`src/rtl/inst_queue_if.sv`:
```
// Fetch-response handshake bundle between fetch, icache, queue and decode.
// Ports: request side (req_*), cache response (inst_*), flush, and decode side (out_*).
interface inst_queue_if #(
  parameter int ADDR_WIDTH = 32
);
  logic                  req_valid;
  logic [ADDR_WIDTH-1:0] req_pc;
  logic                  req_branch;
  logic [ADDR_WIDTH-1:0] req_predict_pc;
  logic [3:0]            req_except;
  logic                  req_ready;
  logic                  inst_data_ok;
  logic [31:0]           inst_rdata;
  logic                  flush;
  logic                  out_valid;
  logic                  out_ready;
  logic [ADDR_WIDTH-1:0] out_pc;
  logic [ADDR_WIDTH-1:0] out_predict_pc;
  logic                  out_branch;
  logic [31:0]           out_inst;
  logic [3:0]            out_except;

  modport master (
    output req_valid, req_pc, req_branch, req_predict_pc, req_except,
    output inst_data_ok, inst_rdata, flush, out_ready,
    input  req_ready, out_valid, out_pc, out_predict_pc,
    input  out_branch, out_inst, out_except
  );

  modport slave (
    input  req_valid, req_pc, req_branch, req_predict_pc, req_except,
    input  inst_data_ok, inst_rdata, flush, out_ready,
    output req_ready, out_valid, out_pc, out_predict_pc,
    output out_branch, out_inst, out_except
  );
endinterface

```
`src/rtl/inst_queue.sv`:
```
// In-order fetch-response queue: records requests, fills words from the icache, feeds decode.
// Ports: clk, rst (async active-high), q (inst_queue_if.slave: req_*, inst_*, flush, out_*).
module inst_queue #(
  parameter int DEPTH      = 4,
  parameter int ADDR_WIDTH = 32
) (
  input logic         clk,
  input logic         rst,
  inst_queue_if.slave q
);
  localparam int IW = $clog2(DEPTH);
  localparam int PW = IW + 1;

  logic [PW-1:0] head, fill, tail, drop_cnt;
  logic [PW-1:0] count, unfilled, drop_sum;
  logic [PW:0]   occ;

  logic [ADDR_WIDTH-1:0] pc_mem  [DEPTH];
  logic [ADDR_WIDTH-1:0] ppc_mem [DEPTH];
  logic [31:0]           inst_mem[DEPTH];
  logic [3:0]            exc_mem [DEPTH];
  logic [DEPTH-1:0]      br_mem;
  logic [DEPTH-1:0]      filled;

  logic [IW-1:0] hi, fi, ti;
  logic is_exc, accept, fill_en, drop_en, deq;

  assign hi       = head[IW-1:0];
  assign fi       = fill[IW-1:0];
  assign ti       = tail[IW-1:0];
  assign count    = tail - head;
  assign unfilled = tail - fill;
  assign occ      = {1'b0, count} + {1'b0, drop_cnt};
  // Bounded by DEPTH, so it fits without the extra bit.
  assign drop_sum = drop_cnt + unfilled;

  assign is_exc = |q.req_except;

  // An exception entry carries no cache request, so it may only be
  // queued once every earlier word has returned to keep order.
  assign q.req_ready = !q.flush
                    && (occ < (PW+1)'(DEPTH))
                    && (!is_exc || unfilled == '0);

  assign accept  = q.req_valid && q.req_ready;
  assign drop_en = q.inst_data_ok && drop_cnt != '0;
  assign fill_en = q.inst_data_ok && drop_cnt == '0
                && unfilled != '0;

  assign q.out_valid = !q.flush && count != '0 && filled[hi];
  assign deq         = q.out_valid && q.out_ready;

  assign q.out_pc         = pc_mem[hi];
  assign q.out_predict_pc = ppc_mem[hi];
  assign q.out_branch     = br_mem[hi];
  assign q.out_inst       = inst_mem[hi];
  assign q.out_except     = exc_mem[hi];

  always_ff @(posedge clk or posedge rst) begin
    if (rst) begin
      head     <= '0;
      fill     <= '0;
      tail     <= '0;
      drop_cnt <= '0;
      filled   <= '0;
      br_mem   <= '0;
      for (int i = 0; i < DEPTH; i++) begin
        pc_mem[i]   <= '0;
        ppc_mem[i]  <= '0;
        inst_mem[i] <= '0;
        exc_mem[i]  <= '0;
      end
    end else if (q.flush) begin
      head   <= tail;
      fill   <= tail;
      filled <= '0;
      // Words owed to discarded requests must be swallowed later.
      if (q.inst_data_ok && drop_sum != '0)
        drop_cnt <= drop_sum - PW'(1);
      else
        drop_cnt <= drop_sum;
    end else begin
      if (accept) begin
        pc_mem[ti]  <= q.req_pc;
        ppc_mem[ti] <= q.req_predict_pc;
        br_mem[ti]  <= q.req_branch;
        exc_mem[ti] <= q.req_except;
        tail        <= tail + PW'(1);
        if (is_exc) begin
          inst_mem[ti] <= '0;
          filled[ti]   <= 1'b1;
        end else begin
          filled[ti]   <= 1'b0;
        end
      end
      if (fill_en) begin
        inst_mem[fi] <= q.inst_rdata;
        filled[fi]   <= 1'b1;
      end
      if (fill_en || (accept && is_exc))
        fill <= fill + PW'(1);
      if (drop_en)
        drop_cnt <= drop_cnt - PW'(1);
      if (deq) begin
        head       <= head + PW'(1);
        filled[hi] <= 1'b0;
      end
    end
  end
endmodule

```
`src/flat_wrapper.sv`:
```
// flat-port wrapper written by rule: the top's interface ports become plain ports
module inst_queue_flat 
#(
  parameter int DEPTH      = 4,
  parameter int ADDR_WIDTH = 32
)
  (clk, rst, q_req_valid, q_req_pc, q_req_branch, q_req_predict_pc, q_req_except, q_inst_data_ok, q_inst_rdata, q_flush, q_out_ready, q_req_ready, q_out_valid, q_out_pc, q_out_predict_pc, q_out_branch, q_out_inst, q_out_except);
  inst_queue_if #(.ADDR_WIDTH(ADDR_WIDTH)) q_i ();
  input logic clk;
  input logic rst;
  input wire logic [$bits(q_i.req_valid)-1:0] q_req_valid;
  input wire logic [$bits(q_i.req_pc)-1:0] q_req_pc;
  input wire logic [$bits(q_i.req_branch)-1:0] q_req_branch;
  input wire logic [$bits(q_i.req_predict_pc)-1:0] q_req_predict_pc;
  input wire logic [$bits(q_i.req_except)-1:0] q_req_except;
  input wire logic [$bits(q_i.inst_data_ok)-1:0] q_inst_data_ok;
  input wire logic [$bits(q_i.inst_rdata)-1:0] q_inst_rdata;
  input wire logic [$bits(q_i.flush)-1:0] q_flush;
  input wire logic [$bits(q_i.out_ready)-1:0] q_out_ready;
  output wire logic [$bits(q_i.req_ready)-1:0] q_req_ready;
  output wire logic [$bits(q_i.out_valid)-1:0] q_out_valid;
  output wire logic [$bits(q_i.out_pc)-1:0] q_out_pc;
  output wire logic [$bits(q_i.out_predict_pc)-1:0] q_out_predict_pc;
  output wire logic [$bits(q_i.out_branch)-1:0] q_out_branch;
  output wire logic [$bits(q_i.out_inst)-1:0] q_out_inst;
  output wire logic [$bits(q_i.out_except)-1:0] q_out_except;
  assign q_i.req_valid = q_req_valid;
  assign q_i.req_pc = q_req_pc;
  assign q_i.req_branch = q_req_branch;
  assign q_i.req_predict_pc = q_req_predict_pc;
  assign q_i.req_except = q_req_except;
  assign q_i.inst_data_ok = q_inst_data_ok;
  assign q_i.inst_rdata = q_inst_rdata;
  assign q_i.flush = q_flush;
  assign q_i.out_ready = q_out_ready;
  assign q_req_ready = q_i.req_ready;
  assign q_out_valid = q_i.out_valid;
  assign q_out_pc = q_i.out_pc;
  assign q_out_predict_pc = q_i.out_predict_pc;
  assign q_out_branch = q_i.out_branch;
  assign q_out_inst = q_i.out_inst;
  assign q_out_except = q_i.out_except;
  inst_queue #(.DEPTH(DEPTH), .ADDR_WIDTH(ADDR_WIDTH)) u_core (.clk(clk), .rst(rst), .q(q_i));
endmodule
```
`config.mk`:
```
export PLATFORM = sky130hd
export DESIGN_NAME = inst_queue_flat
export DESIGN_NICKNAME = d
export VERILOG_FILES = /design/src/rtl/inst_queue_if.sv /design/src/rtl/inst_queue.sv /design/src/flat_wrapper.sv
export SDC_FILE = /design/constraint.sdc
export NUM_CORES = 1
export LEC_CHECK = 0
export BUFFER_PORTS_ARGS = -buffer_cell sky130_fd_sc_hd__buf_4
export CORE_MARGIN = 2
export CORE_UTILIZATION = 50
export CTS_BUF_LIST = sky130_fd_sc_hd__clkbuf_16
export CTS_CLUSTER_SIZE = 10
export DETAILED_ROUTE_END_ITERATION = 10
export PLACE_DENSITY = 0.73
export REMOVE_ABC_BUFFERS = 1
export SLEW_MARGIN = 20
export SYNTH_ARGS = -nofsm -noshare
export SYNTH_HDL_FRONTEND = slang
export SYNTH_SLANG_ARGS = --single-unit
```
`constraint.sdc`:
```
create_clock -name clk -period 11.8 [get_ports clk]
set_clock_uncertainty 0.2 [all_clocks]
set_input_delay 0 -clock clk [delete_from_list [all_inputs] [get_ports clk]]
set_output_delay 0 -clock clk [all_outputs]
set_load 0.02 [all_outputs]
```
# == Yosys cells after proc, flatten, opt, wreduce, memory -nomap -nowiden ==
# Index checks and enable logic that the tools add are counted.
# word_totals
regBits,420
inputBits,107
output_inout_bits,103
word_cells,137
# op_classes
n_addsub,9
n_lt_le_gt_ge,12
muxes,51
n_bitwise,12
reduce_logical,31
# op_table
cell,n
two-way mux 128 bit,4
bitwise mux 128 bit,3
two-way mux 32 bit,8
binary-select mux 32 bit (select 2 bit),3
bitwise AND 128 bit,1
demux 32 bit (select 2 bit),2
inverter 128 bit,1
two-way mux 4 bit,10
two-way mux 3 bit,7
bitwise mux 16 bit,1
logical AND 1 bit,16
nonzero test 3 bit,4
adder 3 x 1 -> 3 bit (second input constant),3
greater-or-equal comparator 3 bit (second input constant),3
< comparator 2 x 3 -> 1 bit (second input constant),3
inverter 2 -> 3 bit,3
bitwise AND 4 bit,2
binary-select mux 4 bit (select 2 bit),1
demux 4 bit (select 2 bit),1
inverter 4 bit,2
bitwise OR 4 bit,2
demux 1 bit (select 2 bit),3
greater-or-equal comparator 2 x 1 -> 1 bit (second input constant),3
logical NOT 3 bit,2
15 further kinds,27

# == Depth between registers and ports, before layout ==
# logic_depth
ltp_word,15
depth_mapped,13
mapped_depth_nobuf,13

# == Least setup slack after synthesis ==
# Ideal clock, no wire load.
# synth_path
path_type,register to register
start,register u_core.head[1]
end,register u_core.pc_mem[0] (netlist bit)
setup_time_ns,0.125
arrival_ns,3.873
t_required_ns,11.475
slack_ns,7.603
path_stages_with_launch,13
path_buffers,5
synth_period_minus_slack_ns,4.197
cell_sequence,dfrtp_1 clkbuf_1 clkbuf_1 clkbuf_1 inv_1 fa_1 xnor3_1 ha_1 or4_1 buf_2 nor3_4 buf_6 mux2_2
# synth_via
elab_chain_cells,7
# synth_lines
item,line,text
"start, declared",inst_queue.sv:14,"logic [PW-1:0] head, fill, tail, drop_cnt;"
"start signal, assigned",inst_queue.sv:74,head <= tail;
"start signal, assigned",inst_queue.sv:105,head <= head + PW'(1);
subtractor 3 bit,inst_queue.sv:31,assign count = tail - head;
adder 3 x 3 -> 4 bit,inst_queue.sv:33,"assign occ = {1'b0, count} + {1'b0, drop_cnt};"
< comparator 4 x 3 -> 1 bit,inst_queue.sv:42,&& (occ < (PW+1)'(DEPTH))
logical AND 1 bit,inst_queue.sv:42,
logical AND 1 bit,inst_queue.sv:43,&& (!is_exc || unfilled == '0);
logical AND 1 bit,inst_queue.sv:45,assign accept = q.req_valid && q.req_ready;
AND reduction 2 bit (no line),n/a,
"end signal, assigned by index",inst_queue.sv:84,pc_mem[ti] <= q.req_pc;
"end, declared",inst_queue.sv:18,logic [ADDR_WIDTH-1:0] pc_mem [DEPTH];
# Every way passes these cells.
# A chain may end at the register's enable or synchronous reset.

# == Final worst setup path ==
# layout_path
start,register u_core.head[0]
end,register u_core.inst_mem[106] (netlist bit)
# layout_via
elab_chain_cells,10
# layout_lines
item,line,text
subtractor 3 bit (*),inst_queue.sv:31,
adder 3 x 3 -> 4 bit (*),inst_queue.sv:33,
< comparator 4 x 3 -> 1 bit (*),inst_queue.sv:42,
logical AND 1 bit (*),inst_queue.sv:42,
logical AND 1 bit (*),inst_queue.sv:43,
logical AND 1 bit (*),inst_queue.sv:45,
two-way mux 128 bit (*),inst_queue.sv:83,if (accept) begin
two-way mux 128 bit (*),inst_queue.sv:73,end else if (q.flush) begin
bitwise mux 128 bit,inst_queue.sv:97,inst_mem[fi] <= q.inst_rdata;
two-way mux 128 bit (*),inst_queue.sv:96,if (fill_en) begin
"end signal, assigned by index",inst_queue.sv:97,
"end, declared",inst_queue.sv:20,logic [31:0] inst_mem[DEPTH];
# Mark *: on every way between the ends. The rest lies on a longest branch, timed or not. The select of a mux whose other input is x is not followed.

==> flow_summary.ini <==
[outcome]
status = finished, final reports clean

[logic_synthesis]
seq_area_frac_synth_pct = 53.5
synthArstFlopShare_pct = 100
synthTopCellsByCount = dfrtp_1, mux2_2, a221o_1, and2_1, mux4_2
synthTopCellsByArea = dfrtp_1, mux2_2, mux4_2
synth_cells = 1286
syn_area_per_cell_sq_um = 15.3
yosys_warnings = 0
synth-seq-cells = 420
ys_types = 47
synth_flop_cell = dfrtp_1
yosysTopAreaCell = dfrtp_1
netlist.area_leader.share_pct = 53.5
synthesis.area_sq_um = 19600
synth_edf_count = 0
yosysMostFrequentCell = dfrtp_1

[global_route]
grt_first_pass_wirelength_um = 79400
grt_max_degree = 129
first_global_vias = 14200
groute.usage.overall_pct = 24.5
antenna_found_initial = 5
grt_overflow_total = 0

[finish]
area_delta_synth_final_pct = 26.2
final_util_pct = 63.9
drive_gt1_share_pct = 39.7
layout.nets = 1785

[clocking]
root_buffer = clkbuf_16
clk_latency_ns = 0.60
cts_tree = yes
h-tree-depth = 2
hold_buffers = 178
path_clk_slew_ns = 0.05
ctsLongestPathBuffers = 3
numClockSinks = 420
postCtsSetupBuffers = 0
cts_inserted_buffers = 49
cts_resized = 0

[drt]
drcViolationCount = 0
via_count = 12900
viasPerCell = 5.89
dr.pass1.iters = 4
routed_wirelength_um = 48600
first_iter_violations = 950
wire_per_inst_um = 22.2
drtAntennaViolNets = 0

[timing]
hold_viol_final = 0
fin_crit_ns = 5.11
relSlewSlack_pct = 25.6
rsz0062_at_grt = false
post-route-worst-setup-slack_ns = 6.69
worstMarginPinSlew_ns = 1.12
setup_viol = 0
fin_crit_sh_pct = 43.3
drv_slew = 0
max_freq_mhz = 196

[worst_hold_path]
whs_path_depth = 3
hp-class = in2reg
min_to = u_core.ppc_mem[49]
hp-start = q_req_predict_pc[17]

[floorplanning]
design.core.area_sq_um = 38700
io_pins = 210
die_area_sq_um = 40900
die-width_um = 202
die_y_um = 202
initial_utilization_pct = 50.7
floorplan.rows = 72

[pwr]
leakage_nw = 10.8
vdd_ir_drop_max_mv = 0.180
power_density_nw_per_um2 = 206

[critical_path]
worstSetupEndpointType = register
crit_type = reg2reg
worstReg2RegStart = u_core.head[0]
ff2ff_path_depth = 11
cp-start-kind = register
rrSetupSlack_ns = 6.69
worstPathArrival_ns = 5.39
cp_max_fo = 34
critPathRequiredTime_ns = 12.07
critPathLaunch = u_core.head[0]
rr_endpoint = u_core.inst_mem[106]

[place]
dp_hpwl_um = 27300
dp_slack_ns = 6.98
gp_congestion = 0.773
portBuffers = 209

[run]
max_cap_viol_count = 0
[cells by family (layout without fill, tap and decap cells)]
group	Yosys count	after routing	share of synthesized area, %
flops	420	420	53.5
mux	385	385	27.9
simple gates	168	168	5.44
compound gates	162	162	7.87
buf+inv	116	499	2.87
fa+ha+maj	24	24	1.64
xor+xnor	11	11	0.714
other cells	0	3	0
[worst max-delay path by stage]
stage                           endpoint  slack (ns)  cells after the start
finish              u_core.inst_mem[106]        6.69                     11
global route        u_core.inst_mem[106]        6.50                     11
CTS                 u_core.inst_mem[106]        6.66                     11
detailed placement    u_core.ppc_mem[66]        6.98                      9
global placement       u_core.pc_mem[10]        7.05                      9
floorplan               u_core.br_mem[0]       -0.09                      1
[metal layers]
metal  GRT usage [%]  up-vias  wire (um)
met5               0        -         25
met4            6.99        4        898
met3            5.69       71       3070
met2            40.6      363      23800
met1            32.7     6802      20800
li1                -     5664          -
[power breakdown]
part	switching [W]	leakage, nW	internal (W)
logic	0.000800	5.02	0.000905
clock network	0.000583	0.688	0.000742
registers	0.000256	5.09	0.00183
[registers in the layout, summed over array words and instances, names as in the netlist]
signal / count
u_core.pc_mem: 128
u_core.tail: 3
u_core.inst_mem: 128
u_core.exc_mem: 16
u_core.br_mem: 4
u_core.fill: 3
u_core.drop_cnt: 3
u_core.ppc_mem: 128
u_core.filled: 4
u_core.head: 3
[cell usage in the layout (no fill, tap or decap), types with 22 or more instances in the layout]
master / instances
buf_4: 229
mux4_2: 102
a221o_1: 128
dfrtp_1: 418
mux2_1: 22
inv_1: 29
clkbuf_16: 49
mux2_2: 258
dlygate4sd3_1: 178
and2_1: 128
[layout make-up]
| type | instances | area [sq um] |
|---|---|---|
| inverters | 22 | 90.1 |
| flip-flops and latches | 420 | 10500 |
| clock inverters | 17 | 124 |
| fillers | 2810 | 14000 |
| diodes | 3 | 7.51 |
| clock buffers | 49 | 1230 |
| multi-input cells | 750 | 8580 |
| well taps | 518 | 648 |
| repair buffers | 411 | 3580 |
[critical path, cell delays in order, from the launching register on]
cell           delay [ns]
dfrtp_4              0.84
ha_1                 0.27
inv_1                0.05
fa_1                 0.37
xnor3_1              0.29
ha_1                 0.25
or4_1                0.78
or2_1                0.38
o31a_1               0.31
buf_4                0.30
a221o_1              0.39
dlygate4sd3_1        0.55
[per-stage QoR]
step | power [W] | setup TNS [ns] | instances | hold WS, ns | area (sq um)
after floorplan | 0.00322 | -38.41 | 1192 | -0.127 | 19100
after global placement | 0.00368 | 0 | 1941 | 0.0414 | 21600
after detailed placement | 0.00375 | 0 | 1941 | 0.0493 | 21600
after CTS | 0.00515 | 0 | 2185 | 0.000509 | 24700
after global routing | 0.00539 | 0 | 2190 | 0.0182 | 24800
final | 0.00511 | 0 | 2190 | 0.0278 | 24800
(Power assumes the default switching activity.)
